## src/rtl/ex_muldiv.sv

```systemverilog
`default_nettype none
// ============================================================================
// Module   : ex_muldiv
// Brief    : Iterative RV32M multiply/divide unit beside the integer EX stage.
// Revision : 1.0 - initial release
// ============================================================================
module ex_muldiv #(
  parameter int XLEN       = 32,
  parameter int UNROLL     = 1,
  parameter int REG_ADDR_W = 5
) (
  input  logic                  clk,
  input  logic                  rst,
  input  logic                  start,
  input  logic [2:0]            op,
  input  logic [XLEN-1:0]       rs1,
  input  logic [XLEN-1:0]       rs2,
  input  logic [REG_ADDR_W-1:0] rd_addr_in,
  input  logic                  rd_enable_in,
  input  logic                  flush,
  output logic                  busy,
  output logic                  stall_req,
  output logic                  done,
  output logic [XLEN-1:0]       rd_num_out,
  output logic [REG_ADDR_W-1:0] rd_addr_out,
  output logic                  rd_enable_out
);

  localparam int c_ITER  = XLEN / UNROLL;
  localparam int c_CNT_W = (c_ITER > 1) ? $clog2(c_ITER) : 1;

  localparam logic [2:0] c_OP_MUL    = 3'd0;
  localparam logic [2:0] c_OP_MULH   = 3'd1;
  localparam logic [2:0] c_OP_MULHSU = 3'd2;
  localparam logic [2:0] c_OP_DIV    = 3'd4;
  localparam logic [2:0] c_OP_REM    = 3'd6;

  localparam logic [XLEN-1:0] c_MIN_NEG  = {1'b1, {(XLEN-1){1'b0}}};
  localparam logic [XLEN-1:0] c_ALL_ONES = {XLEN{1'b1}};

  typedef enum logic [1:0] {
    S_IDLE = 2'd0,
    S_RUN  = 2'd1,
    S_DONE = 2'd2
  } state_t;

  state_t r_state, w_state_nxt;

  logic [2:0]            r_op;
  logic [REG_ADDR_W-1:0] r_rd_addr;
  logic                  r_rd_en;
  logic                  r_neg;
  logic                  r_fast;
  logic [XLEN-1:0]       r_fast_val;
  logic [XLEN-1:0]       r_divisor;
  logic [2*XLEN-1:0]     r_acc;
  logic [2*XLEN-1:0]     r_mcand;
  logic [XLEN-1:0]       r_mplier;
  logic [XLEN-1:0]       r_rem;
  logic [XLEN-1:0]       r_quo;
  logic [c_CNT_W-1:0]    r_cnt;
  logic [XLEN-1:0]       r_result;

  // Operand decode for a new request
  logic            w_accept, w_is_div;
  logic            w_a_signed, w_b_signed, w_a_neg, w_b_neg, w_res_neg;
  logic [XLEN-1:0] w_mag_a, w_mag_b;
  logic            w_div0, w_ovf, w_fast;
  logic [XLEN-1:0] w_fast_val;

  assign w_accept   = (r_state == S_IDLE) && start && !flush;
  assign w_is_div   = op[2];
  assign w_a_signed = (op == c_OP_MULH) || (op == c_OP_MULHSU) || (op == c_OP_DIV) || (op == c_OP_REM);
  assign w_b_signed = (op == c_OP_MULH) || (op == c_OP_DIV) || (op == c_OP_REM);
  assign w_a_neg    = w_a_signed && rs1[XLEN-1];
  assign w_b_neg    = w_b_signed && rs2[XLEN-1];
  assign w_mag_a    = w_a_neg ? (~rs1 + 1'b1) : rs1;
  assign w_mag_b    = w_b_neg ? (~rs2 + 1'b1) : rs2;
  // The remainder follows the dividend; everything else follows the operand XOR
  assign w_res_neg  = (op == c_OP_REM) ? w_a_neg : (w_a_neg ^ w_b_neg);

  assign w_div0     = w_is_div && (rs2 == '0);
  assign w_ovf      = ((op == c_OP_DIV) || (op == c_OP_REM)) && (rs1 == c_MIN_NEG) && (rs2 == c_ALL_ONES);
  assign w_fast     = w_div0 || w_ovf;
  always_comb begin
    w_fast_val = '0;
    if (w_div0)
      w_fast_val = op[1] ? rs1 : c_ALL_ONES;
    else if (w_ovf)
      w_fast_val = op[1] ? '0 : rs1;
  end

  // One iteration step: UNROLL multiplier bits and UNROLL quotient bits
  logic [2*XLEN-1:0] w_acc_nxt, w_mcand_nxt;
  logic [XLEN-1:0]   w_mplier_nxt, w_rem_nxt, w_quo_nxt;
  logic [XLEN:0]     w_part;

  always_comb begin
    w_acc_nxt    = r_acc;
    w_mcand_nxt  = r_mcand;
    w_mplier_nxt = r_mplier;
    w_rem_nxt    = r_rem;
    w_quo_nxt    = r_quo;
    w_part       = '0;
    for (int k = 0; k < UNROLL; k++) begin
      if (w_mplier_nxt[0])
        w_acc_nxt = w_acc_nxt + w_mcand_nxt;
      w_mcand_nxt  = w_mcand_nxt << 1;
      w_mplier_nxt = w_mplier_nxt >> 1;

      w_part    = {w_rem_nxt, w_quo_nxt[XLEN-1]};
      w_quo_nxt = w_quo_nxt << 1;
      if (w_part >= {1'b0, r_divisor}) begin
        w_part       = w_part - {1'b0, r_divisor};
        w_quo_nxt[0] = 1'b1;
      end
      w_rem_nxt = w_part[XLEN-1:0];
    end
  end

  // Sign correction and result select, valid while in DONE
  logic [2*XLEN-1:0] w_prod;
  logic [XLEN-1:0]   w_quo_fix, w_rem_fix, w_result;

  assign w_prod    = r_neg ? (~r_acc + 1'b1) : r_acc;
  assign w_quo_fix = r_neg ? (~r_quo + 1'b1) : r_quo;
  assign w_rem_fix = r_neg ? (~r_rem + 1'b1) : r_rem;

  always_comb begin
    w_result = '0;
    if (r_fast) begin
      w_result = r_fast_val;
    end else begin
      case (r_op)
        c_OP_MUL:      w_result = w_prod[XLEN-1:0];
        3'd1, 3'd2, 3'd3: w_result = w_prod[2*XLEN-1:XLEN];
        3'd4, 3'd5:    w_result = w_quo_fix;
        default:       w_result = w_rem_fix;
      endcase
    end
  end

  always_comb begin
    w_state_nxt   = r_state;
    busy          = (r_state != S_IDLE);
    stall_req     = w_accept || (r_state == S_RUN);
    done          = (r_state == S_DONE) && !flush;
    rd_enable_out = done && r_rd_en;
    rd_num_out    = done ? w_result : r_result;
    rd_addr_out   = r_rd_addr;
    case (r_state)
      S_IDLE: begin
        if (w_accept)
          w_state_nxt = w_fast ? S_DONE : S_RUN;
      end
      S_RUN: begin
        if (flush)
          w_state_nxt = S_IDLE;
        else if (r_cnt == c_CNT_W'(c_ITER - 1))
          w_state_nxt = S_DONE;
      end
      S_DONE:  w_state_nxt = S_IDLE;
      default: w_state_nxt = S_IDLE;
    endcase
  end

  always_ff @(posedge clk or posedge rst) begin
    if (rst) begin
      r_state    <= S_IDLE;
      r_op       <= '0;
      r_rd_addr  <= '0;
      r_rd_en    <= 1'b0;
      r_neg      <= 1'b0;
      r_fast     <= 1'b0;
      r_fast_val <= '0;
      r_divisor  <= '0;
      r_acc      <= '0;
      r_mcand    <= '0;
      r_mplier   <= '0;
      r_rem      <= '0;
      r_quo      <= '0;
      r_cnt      <= '0;
      r_result   <= '0;
    end else begin
      r_state <= w_state_nxt;
      case (r_state)
        S_IDLE: begin
          if (w_accept) begin
            r_op       <= op;
            r_rd_addr  <= rd_addr_in;
            r_rd_en    <= rd_enable_in;
            r_neg      <= w_res_neg;
            r_fast     <= w_fast;
            r_fast_val <= w_fast_val;
            r_divisor  <= w_mag_b;
            r_acc      <= '0;
            r_mcand    <= {{XLEN{1'b0}}, w_mag_a};
            r_mplier   <= w_mag_b;
            r_rem      <= '0;
            r_quo      <= w_mag_a;
            r_cnt      <= '0;
          end
        end
        S_RUN: begin
          if (!flush) begin
            r_acc    <= w_acc_nxt;
            r_mcand  <= w_mcand_nxt;
            r_mplier <= w_mplier_nxt;
            r_rem    <= w_rem_nxt;
            r_quo    <= w_quo_nxt;
            r_cnt    <= r_cnt + c_CNT_W'(1);
          end
        end
        S_DONE: begin
          if (!flush)
            r_result <= w_result;
        end
        default: ;
      endcase
    end
  end

endmodule
`default_nettype wire

```

## config.mk

```make
export PLATFORM = sky130hd
export DESIGN_NAME = ex_muldiv
export DESIGN_NICKNAME = d
export VERILOG_FILES = /design/src/rtl/ex_muldiv.sv
export SDC_FILE = /design/constraint.sdc
export NUM_CORES = 1
export LEC_CHECK = 0
export ABC_CLOCK_PERIOD_IN_PS = 12350
export CORE_AREA = 5 5 266 268
export DETAILED_ROUTE_END_ITERATION = 6
export DIE_AREA = 0 0 271 273
export DONT_BUFFER_PORTS = 1
export RECOVER_POWER = 50
export SLEW_MARGIN = 25
export SYNTH_ARGS = -nofsm -noshare
export SYNTH_HDL_FRONTEND = slang
export SYNTH_SLANG_ARGS = --single-unit
```

## constraint.sdc

```tcl
create_clock -name clk -period 12.35 [get_ports clk]
set_input_delay 2.47 -clock clk [delete_from_list [all_inputs] [get_ports clk]]
set_output_delay 2.47 -clock clk [all_outputs]
set_load 0.02 [all_outputs]
```

# Word level (Yosys, flattened, before mapping)
# Index checks and enable logic that the tools add are counted.
[word_totals] register_bits=338 in_bits=77 output_inout_bits=41 elab_cells=118
[classes] n_addsub=8 n_lt_le_gt_ge=1 n_eq_ne=18 n_mux=39 bitwise_logic=7 n_reduce_logical=30
[op_table] op="$mux 32" count=17
[op_table] op="$mux 64" count=6
[op_table] op="$pmux 64 s2" count=2
[op_table] op="$pmux 32 s2" count=3
[op_table] op="$add 32x1->32 const B" count=4
[op_table] op="$not 32->32" count=4
[op_table] op="$pmux 32 s3" count=1
[op_table] op="$add 64x1->64 const B" count=1
[op_table] op="$add 64x64->64" count=1
[op_table] op="$eq 32x32->1 const B" count=2
[op_table] op="$not 64->64" count=1
[op_table] op="$ge 33x32->1" count=1
[op_table] op="$logic_not 32->1" count=1
[op_table] op="$sub 32x32->32" count=1
[op_table] op="$eq 3x3->1 const B" count=4
[op_table] op="$mux 5" count=2
[op_table] op="$pmux 5 s2" count=1
[op_table] op="$eq 3x2->1 const B" count=3
[op_table] op="$logic_and 1x1->1" count=9
[op_table] op="$logic_or 1x1->1" count=8
[op_table] op="$mux 2" count=4
[op_table] op="$eq 3x1->1 const B" count=2
[op_table] op="$ne 2x2->1 const B" count=3
[op_table] op="$reduce_and 2->1" count=3
[op_table] op="other kinds (17)" count=19

# Logic depth before layout (Yosys ltp)
# Gate-level depths: netlist of run 1.
[depth] ltp_word=8 depth_mapped=14 ltp_nobuf=14

# Worst setup path before layout of run 1
# OpenSTA, ideal clock, no wires.
[synth_path] path_type="in2out" from="in flush" to="out rd_num_out[12]" arrival_time_ns=3.771 t_required_ns=9.880 slack_ns=6.109 cell_stages=6 path_buffers=1 cell_sequence="nor2_1 -> nand2_1 -> inv_1 -> clkbuf_1 -> o21ai_0 -> a21oi_1"
[synth_between] elab_chain_len=3
[synth_lines] item="start: declaration" line="20" text="input logic flush,"
[synth_lines] item="$logic_not 1->1"
[synth_lines] item="$logic_and 1x1->1" line="147" text="done = (r_state == S_DONE) && !flush;"
[synth_lines] item="net done" line="23" text="output logic done,"
[synth_lines] item="$mux 32" line="149" text="rd_num_out = done ? w_result : r_result;"
[synth_lines] item="end: declaration" line="24" text="output logic [XLEN-1:0] rd_num_out,"
# The timed path passes the listed nets, and every way through them passes these cells.

# Worst setup path in the final report of run 1
[layout_path] from="in flush" to="reg r_acc[52]"
[layout_between] elab_chain_len=4 elab_cells_between_ends=5 classes_between="eq/ne: 2; reduce/logical: 3"
[layout_lines] item="$logic_not 1->1"
[layout_lines] item="$logic_and 1x1->1" line="71" text="assign w_accept = (r_state == S_IDLE) && start && !flush;"
[layout_lines] item="$ne 2x2->1 (no source line)"
[layout_lines] item="$reduce_and 4->1 (no source line) *"
[layout_lines] item="end signal: assignment" line="206" text="r_acc <= w_acc_nxt;"
[layout_lines] item="end: declaration" line="56" text="logic [2*XLEN-1:0] r_acc;"
# Every way passes the cells marked *; elsewhere a longest branch is shown, timed or not.
# A chain may end at the register's enable or synchronous reset.

==> run summary, run 1 <==
The die outline height came out at 273 um. The leakage power is 10.98 nW. The kind of critical path is in -> reg. The cell area after technology mapping is 23,600 um2. The gate count of the mapped netlist came out at 2,840. The die outline area came out at 73,980 um2. After floorplanning, the core was sized to cover 68,110 um2. The worst hold slack is 0.4712 ns. Setup repair after global routing left no endpoint under its margin. The total global-route track usage came out at 21.28%. The share of synthesized cell area in full adder, half adder and majority cells came out at 5.630%. The count of nets after finishing came out at 2,927. The distinct cell type count of the synthesized netlist came out at 83.

The maximum level of the CTS H-tree came out at 2. The top cell types in the final layout, fill and taps aside, are 393 x sky130_fd_sc_hd__nand2_1, 338 x sky130_fd_sc_hd__o21ai_0, 337 x sky130_fd_sc_hd__dfrtp_1. The run finished, with violations left. After global routing the overflow that remains totals 0. The number of sinks handled by clock tree synthesis came out at 338.

After synthesis, the largest family of logic cells by area is compound AO/OA/AOI/OAI gates. The post-synthesis net count came out at 3,022. After clock tree synthesis, the clock-pin slew on the worst setup and hold paths is 0.06 ns.

For the worst setup path, the data required time is 12.82 ns. The post-synthesis simple-gate area fraction came out at 18.07%. The minimum clock period came out at 8.565 ns.

The number of vias after detailed routing came out at 21,395. The routed wirelength normalized by instance count came out at 22.27 um. TritonCTS built the clock tree. The number of antenna diodes in the final layout is 0. STA classifies the critical path startpoint as an input pin. Across the routed clock network, the largest skew measured is 0.01003 ns. The synthesized netlist devotes 25.63% of its cell area to compound gates. The Yosys step of the flow raised 0 warnings.

Setup violations remaining at the end of the flow were counted as 0. The register bit count reported by yosys is 338. The highest attainable clock frequency came out at 116.8 MHz. The starting density of the core is 34.65%.

Measured against its own limit, the worst slew margin works out to -301.7%. The ratio of cells with drive above 1 in the final layout is 5.225%. The detail route stage leaves a number of antenna-violating nets equal to 0. After layout, the worst path uses 69.35% of the clock period. After synthesis, the share of flip-flops with an asynchronous set or reset is 100.0%.

The via count of the first global-routing pass came out at 19,852. In this run, synthesis inferred 0 flip-flops with an integrated enable. The cell at the root of the clock tree is sky130_fd_sc_hd__clkbuf_16.

The count of standard-cell rows came out at 96. The data arrival time of the worst path is 9.04 ns. The number of buffers between clock root and the deepest sink came out at 3.

The DRC violation count after routing came out at 0. Leaving out fill and tap cells, the most frequent cell in the layout is sky130_fd_sc_hd__nand2_1. The number of antenna violations at the first check in global routing came out at 2.

Input and output buffers added on the ports amount to 0. The pin slew with the least headroom to its limit came out at 6.026 ns. Summing the areas of all xor and xnor instances in the mapped netlist gives 9.537% of the synthesized area. The proportion of synthesized chip area in sequential cells is 35.84%. For this design the ratio of total power to cell area is 211.1 nW/um2.

The share of synthesized area spent on multiplexers came out at 1.410%. The largest fanout on the critical path came out at 142. The area added between synthesis and finish is 8.869%. The number of hold buffers added after CTS was 0.

The wire length reported by the detailed router came out at 81,450 um. The number of clock buffers inserted by TritonCTS came out at 44. The path type of the worst min-delay path is reg -> reg. Averaged over all synthesized cells, the footprint is 8.310 um2. The final HPWL from detailed placement came out at 60,300 um. The maximum number of pins on one net before global-route repair is 143. The max-slew violation total from the final report is 563.

Measured along the x axis, the die boundary spans 271 um. The main flop type after synthesis is sky130_fd_sc_hd__dfrtp_1. VDD sags by at most 104.6 uV. Adding up every negative setup slack in the final design gives 0 ns. Clock latency on the worst-skew pair, taken at its later pin, is 0.59 ns. The top-level I/O count is 118. The violation count after the first detailed-route iteration came out at 2,186.

Max-cap violations in this run came to 8. STA classifies the critical path endpoint as a register. The reg-to-reg setup timing slack is 5.17 ns. The final reports fail on capacitance limit, slew limit.

The buffers inserted during post-CTS setup optimization is 0. The placer's final routability congestion estimate is 0.9678. The number of iterations in the first detailed-routing pass is 5.

The post-cts sizing count came out at 0. The average via count per standard cell came out at 5.850. The wire length of the first global-routing pass is 124,600 um. The final hold violation count came out at 0.
metrics by stage:
step                setup WS, ns  power [mW]  instance area (um2)  cells  util, %
floorplan                 0.5134       3.374                23600   2840        -
global placement           5.017       4.068                24310   3580    35.70
detailed placement         4.977       4.073                24320   3580    35.71
CTS                        4.976       5.389                25730   3656    37.78
global route               3.188       5.750                25690   3657    37.73
finish                     3.785       5.424                25690   3657    37.73
critical path: stages:
cell and delay (ns):
sky130_fd_sc_hd__nor2_1 0.04, sky130_fd_sc_hd__nand3b_1 0.11, sky130_fd_sc_hd__clkbuf_1 4.20, sky130_fd_sc_hd__nand2_2 0.26
sky130_fd_sc_hd__o21ai_4 0.30, sky130_fd_sc_hd__buf_4 0.68, sky130_fd_sc_hd__nor2_2 0.40, sky130_fd_sc_hd__o2111a_1 0.23
sky130_fd_sc_hd__a221o_1 0.25
synth_stat cells, types with 41 or more instances:
| cell type | n | area, um2 |
|---|---|---|
| sky130_fd_sc_hd__xnor2_1 | 142 | 1244 |
| sky130_fd_sc_hd__o31ai_1 | 46 | 345.3 |
| sky130_fd_sc_hd__a21o_1 | 45 | 337.8 |
| sky130_fd_sc_hd__a221o_1 | 47 | 470.5 |
| sky130_fd_sc_hd__xor2_1 | 115 | 1007 |
| sky130_fd_sc_hd__o21ai_0 | 338 | 1692 |
| sky130_fd_sc_hd__dfrtp_1 | 338 | 8458 |
| sky130_fd_sc_hd__clkbuf_1 | 150 | 563.0 |
| sky130_fd_sc_hd__nand2_1 | 395 | 1483 |
| sky130_fd_sc_hd__a21oi_1 | 227 | 1136 |
| sky130_fd_sc_hd__nor2_1 | 204 | 765.7 |
| sky130_fd_sc_hd__ha_1 | 103 | 1289 |
| sky130_fd_sc_hd__inv_1 | 80 | 300.3 |
| sky130_fd_sc_hd__nor3_1 | 41 | 205.2 |
sequential cells by signal, indices dropped and copies added, names as in the netlist:
register / flops
r_rd_en: 1
r_neg: 1
r_fast_val: 32
r_cnt: 5
r_fast: 1
r_state: 2
r_result: 32
r_rem: 32
rd_addr_out: 5
r_acc: 64
r_mcand: 64
r_divisor: 32
r_quo: 32
r_op: 3
r_mplier: 32
path summary, 6_finish.rpt:
path / start / to / cells after the start
worst max-delay path: flush / r_acc[52] / 9
worst min-delay path: r_fast_val[11] / r_fast_val[11] / 2
worst max register to register: r_state[0] / r_acc[52] / 9
worst min register to register: r_fast_val[11] / r_fast_val[11] / 2
max in group asynchronous: rst / r_mcand[51] / 2
min in group asynchronous: rst / r_divisor[27] / 1
cells by family after synthesis:
group                      Yosys count
AOI/OAI and AO/OA                  959
xor gates and xnor gates           257
adders and majority gates          105
buffers and inverters              243
DFF                                338
muxes                               32
and+or+nand+nor                    906
layout make-up:
class / instances / area (um2)
timing repair buffer: 22 / 138.9
sequential: 338 / 8462
inverter: 80 / 301.5
fill: 6939 / 42410
clock buffer: 57 / 1190
clock inverter: 19 / 225.2
multi-input combinational: 2259 / 14270
tap: 882 / 1104
routing by layer:
metal | vias up | global-route usage, % | wire, um
met5 | - | 0 | 21
met4 | 4 | 4.650 | 1634
met3 | 113 | 7.735 | 9736
met2 | 859 | 29.66 | 32900
met1 | 10285 | 31.37 | 37160
li1 | 10134 | - | -
where the power goes:
part / switching, mW / internal (mW) / total (mW) / leakage, nW
clock: 0.537 / 0.763 / 1.30 / 0.690
sequential: 0.305 / 1.31 / 1.61 / 4.41
combinational: 1.53 / 0.977 / 2.51 / 5.88
total: 2.37 / 3.05 / 5.42 / 11.0
Power figures use the tool's default switching activity.
==> run 2, diff against run 1 <==
--- a/config.mk
+++ b/config.mk
@@ -5,7 +5,7 @@
 export SDC_FILE = /design/constraint.sdc
 export NUM_CORES = 1
 export LEC_CHECK = 0
-export ABC_CLOCK_PERIOD_IN_PS = 12350
+export ABC_CLOCK_PERIOD_IN_PS = 6900
 export CORE_AREA = 5 5 266 268
 export DETAILED_ROUTE_END_ITERATION = 6
 export DIE_AREA = 0 0 271 273
==> constraint.sdc (replaced) <==
create_clock -name clk -period 6.9 [get_ports clk]
set_input_delay 1.38 -clock clk [delete_from_list [all_inputs] [get_ports clk]]
set_output_delay 1.38 -clock clk [all_outputs]
set_load 0.02 [all_outputs]
==> run 2 against run 1 <==
- the flow still finishes with violations (capacitance limit, slew limit)
- routed wire length down 1.3%
- core utilization about the same
- first-iteration DRC count shrank 2.1%
- global-route usage decreased by 0.22 points
- sequential cell count stayed put
- total power grew 77%
- final cell count is the same
- hold slack worse by 0.00057 ns
- via count is 0.35% lower
- combinational power is 78% higher
- sequential power is 80% higher
- critical path type is now reg -> out
- critical endpoint is now rd_num_out[8]
- largest cell class unchanged
==> run summary, run 2 (synthesis gave the netlist of run 1 again) <==
The flow ran to the end, but the final reports show violations. The checks that failed: capacitance limit, slew limit. The initial utilization of the core area, before any placement, comes to 34.65%.

During placement, the flow inserted port buffers numbering 0. The maximum level of the CTS H-tree came out at 2. The maximum number of pins on one net before global-route repair came out at 137. Between clock sinks in the finished design, the worst skew comes to 0.02227 ns. The number of iterations in the first detailed-routing pass is 6. For the worst-skew pair, the clock arrives at the later sink with an insertion delay of 0.60 ns. The kind of critical path is reg -> out.

The violation count after the first detailed-route iteration came out at 2,141. The die width came out at 271 um. The maximum vdd ir drop is 209.2 uV. The number of vias after detailed routing is 21,320. The buffers inserted during post-CTS setup optimization is 0.

Leaving out fill and tap cells, the most frequent cell in the layout is sky130_fd_sc_hd__nand2_1. No sink is reached through more buffers than the 3 on the longest clock path. The total of hold buffers inserted after clock tree synthesis came out at 0.

The cell at the root of the clock tree is sky130_fd_sc_hd__clkbuf_16. The smallest clock period supported by the final layout is computed as 6.081 ns. The data required time of the worst path is 5.52 ns. The final HPWL from detailed placement is 59,850 um. The area inside the core boundary is 68,110 um2. The path type of the worst min-delay path is reg -> reg. The reported max-cap violation count came out at 5.

The count of standard-cell rows came out at 96. The leakage power is 11.00 nW. The switching power share of the total came out at 43.61%. The summed negative setup slack over all endpoints is 0 ns.

Summed over all nets, the switching power comes to 4.187 mW. The sort of element at the start of the critical path is a register. TritonCTS built the clock tree. The count of nets after finishing came out at 2,928.

Clock tree synthesis inserted a total of 42 buffers. The floorplan step defined a die boundary enclosing 73,980 um2. The ratio of cells with drive above 1 in the final layout came out at 5.371%. The power after layout is 9.601 mW.

The number of nets still failing antenna checks after routing is 0. The share of total power dissipated in sequential elements is 30.1%. The worst setup timing slack at the placement stage came out at 1.627 ns.

The worst hold slack is 0.4706 ns. Of the total power, combinational logic draws 46.4%. The top cell types in the final layout, fill and taps aside, are 393 x sky130_fd_sc_hd__nand2_1, 338 x sky130_fd_sc_hd__o21ai_0, 337 x sky130_fd_sc_hd__dfrtp_1. The post-cts sizing count is 0. The via count of the first global-routing pass is 19,974. The DRC violation count after routing came out at 0. The total global-route track usage came out at 21.06%.

The post-route worst setup slack came out at 0.8193 ns. The clock share of power is 23.5%. The wire length of the first global-routing pass came out at 123,100 um. The worst setup path is captured at an output port. The number of antenna violations at the first check in global routing came to 3.

Setup repair after global routing left no endpoint under its margin. The count of final setup violators is 0. The clock input transition at the sequential cells of the worst setup and hold paths came out at 0.06 ns. The data arrival time of the worst path is 4.70 ns.

The utilization after layout came out at 37.74%. The final hold violation count came out at 0. The max-slew violation total from the final report came out at 347.

The average via count per standard cell is 5.830. The clock drives 338 sinks. The worst relative slew slack came out at -133.6%. The power per standard cell area came out at 373.5 nW/um2. The final cycle utilization of the critical path is 88.13%. The placer's final routability congestion estimate came out at 0.9723.

Compared with the post-synthesis result, the final layout area differs by 8.906%. Summed over all layers, the global routing overflow is 0. The pin slew with the least headroom to its limit came out at 3.505 ns.

The largest fanout on the critical path is 6. Dividing the detail-routed wire length by the instance count gives 21.99 um. The internal power of the cells came out at 5.414 mW.

Based on the critical path, the design can be clocked at up to 164.5 MHz. The die outline height came out at 273 um. In this run the count of I/O pins placed on the die edge is 118.

The wire length reported by the detailed router came out at 80,430 um. The largest registers in the layout are r_acc: 64 flops, r_mcand: 64 flops.
## run 2: cell type report
type                    count  area (um2)
flip-flops and latches    338        8462
multi-input cells        2259       14260
fillers                  6973       42400
diodes                      1       2.502
well taps                 882        1104
clock inverters            12       163.9
inverters                  80       301.5
clock buffers              60        1229
repair buffers             25       177.7
## run 2: power by group through the flow
stage	sequential [mW]	clock [mW]	combinational, mW
2_1_floorplan	2.70	0	3.34
5_1_grt	2.94	2.38	4.89
4_1_cts	2.87	2.31	4.40
3_3_place_gp	2.90	0	4.39
3_5_place_dp	2.91	0	4.37
6_report	2.89	2.25	4.46
## run 2: final timing paths
kind                                 start       endpoint  slack, ns  depth (start not counted)
worst max-delay path             r_acc[19]  rd_num_out[8]       0.82                          9
worst min-delay path               r_rd_en        r_rd_en       0.47                          2
worst max register to register  r_state[1]      r_acc[62]       2.38                          8
worst min register to register     r_rd_en        r_rd_en       0.47                          2
max in group asynchronous              rst    r_mcand[10]       1.82                          2
min in group asynchronous              rst  r_divisor[26]       1.05                          1
## run 2: through the flow
| step | cells | instance area [um2] |
|---|---|---|
| global placement | 3584 | 24340 |
| CTS | 3656 | 25730 |
| floorplan | 2840 | 23610 |
| global route | 3656 | 25700 |
| detailed placement | 3584 | 24340 |
| finish | 3657 | 25700 |
## run 2: critical path, cell delays in order (launching register included)
cell,delay (ns)
sky130_fd_sc_hd__dfrtp_1,0.42
sky130_fd_sc_hd__or3_1,0.47
sky130_fd_sc_hd__nor4_1,0.48
sky130_fd_sc_hd__nand4_1,0.31
sky130_fd_sc_hd__or2_2,0.40
sky130_fd_sc_hd__o41ai_1,0.30
sky130_fd_sc_hd__xor2_1,0.15
sky130_fd_sc_hd__o311ai_0,0.76
sky130_fd_sc_hd__o21ai_0,0.20
sky130_fd_sc_hd__o21ai_0,0.63
## run 2: metal layers
layer / track usage [%] / vias to the layer above / wire length [um]
met5: 0 / - / 13
met4: 5.877 / 2 / 2149
met3: 6.734 / 125 / 8398
met2: 31.09 / 832 / 33720
met1: 29.67 / 10243 / 36140
li1: - / 10118 / -
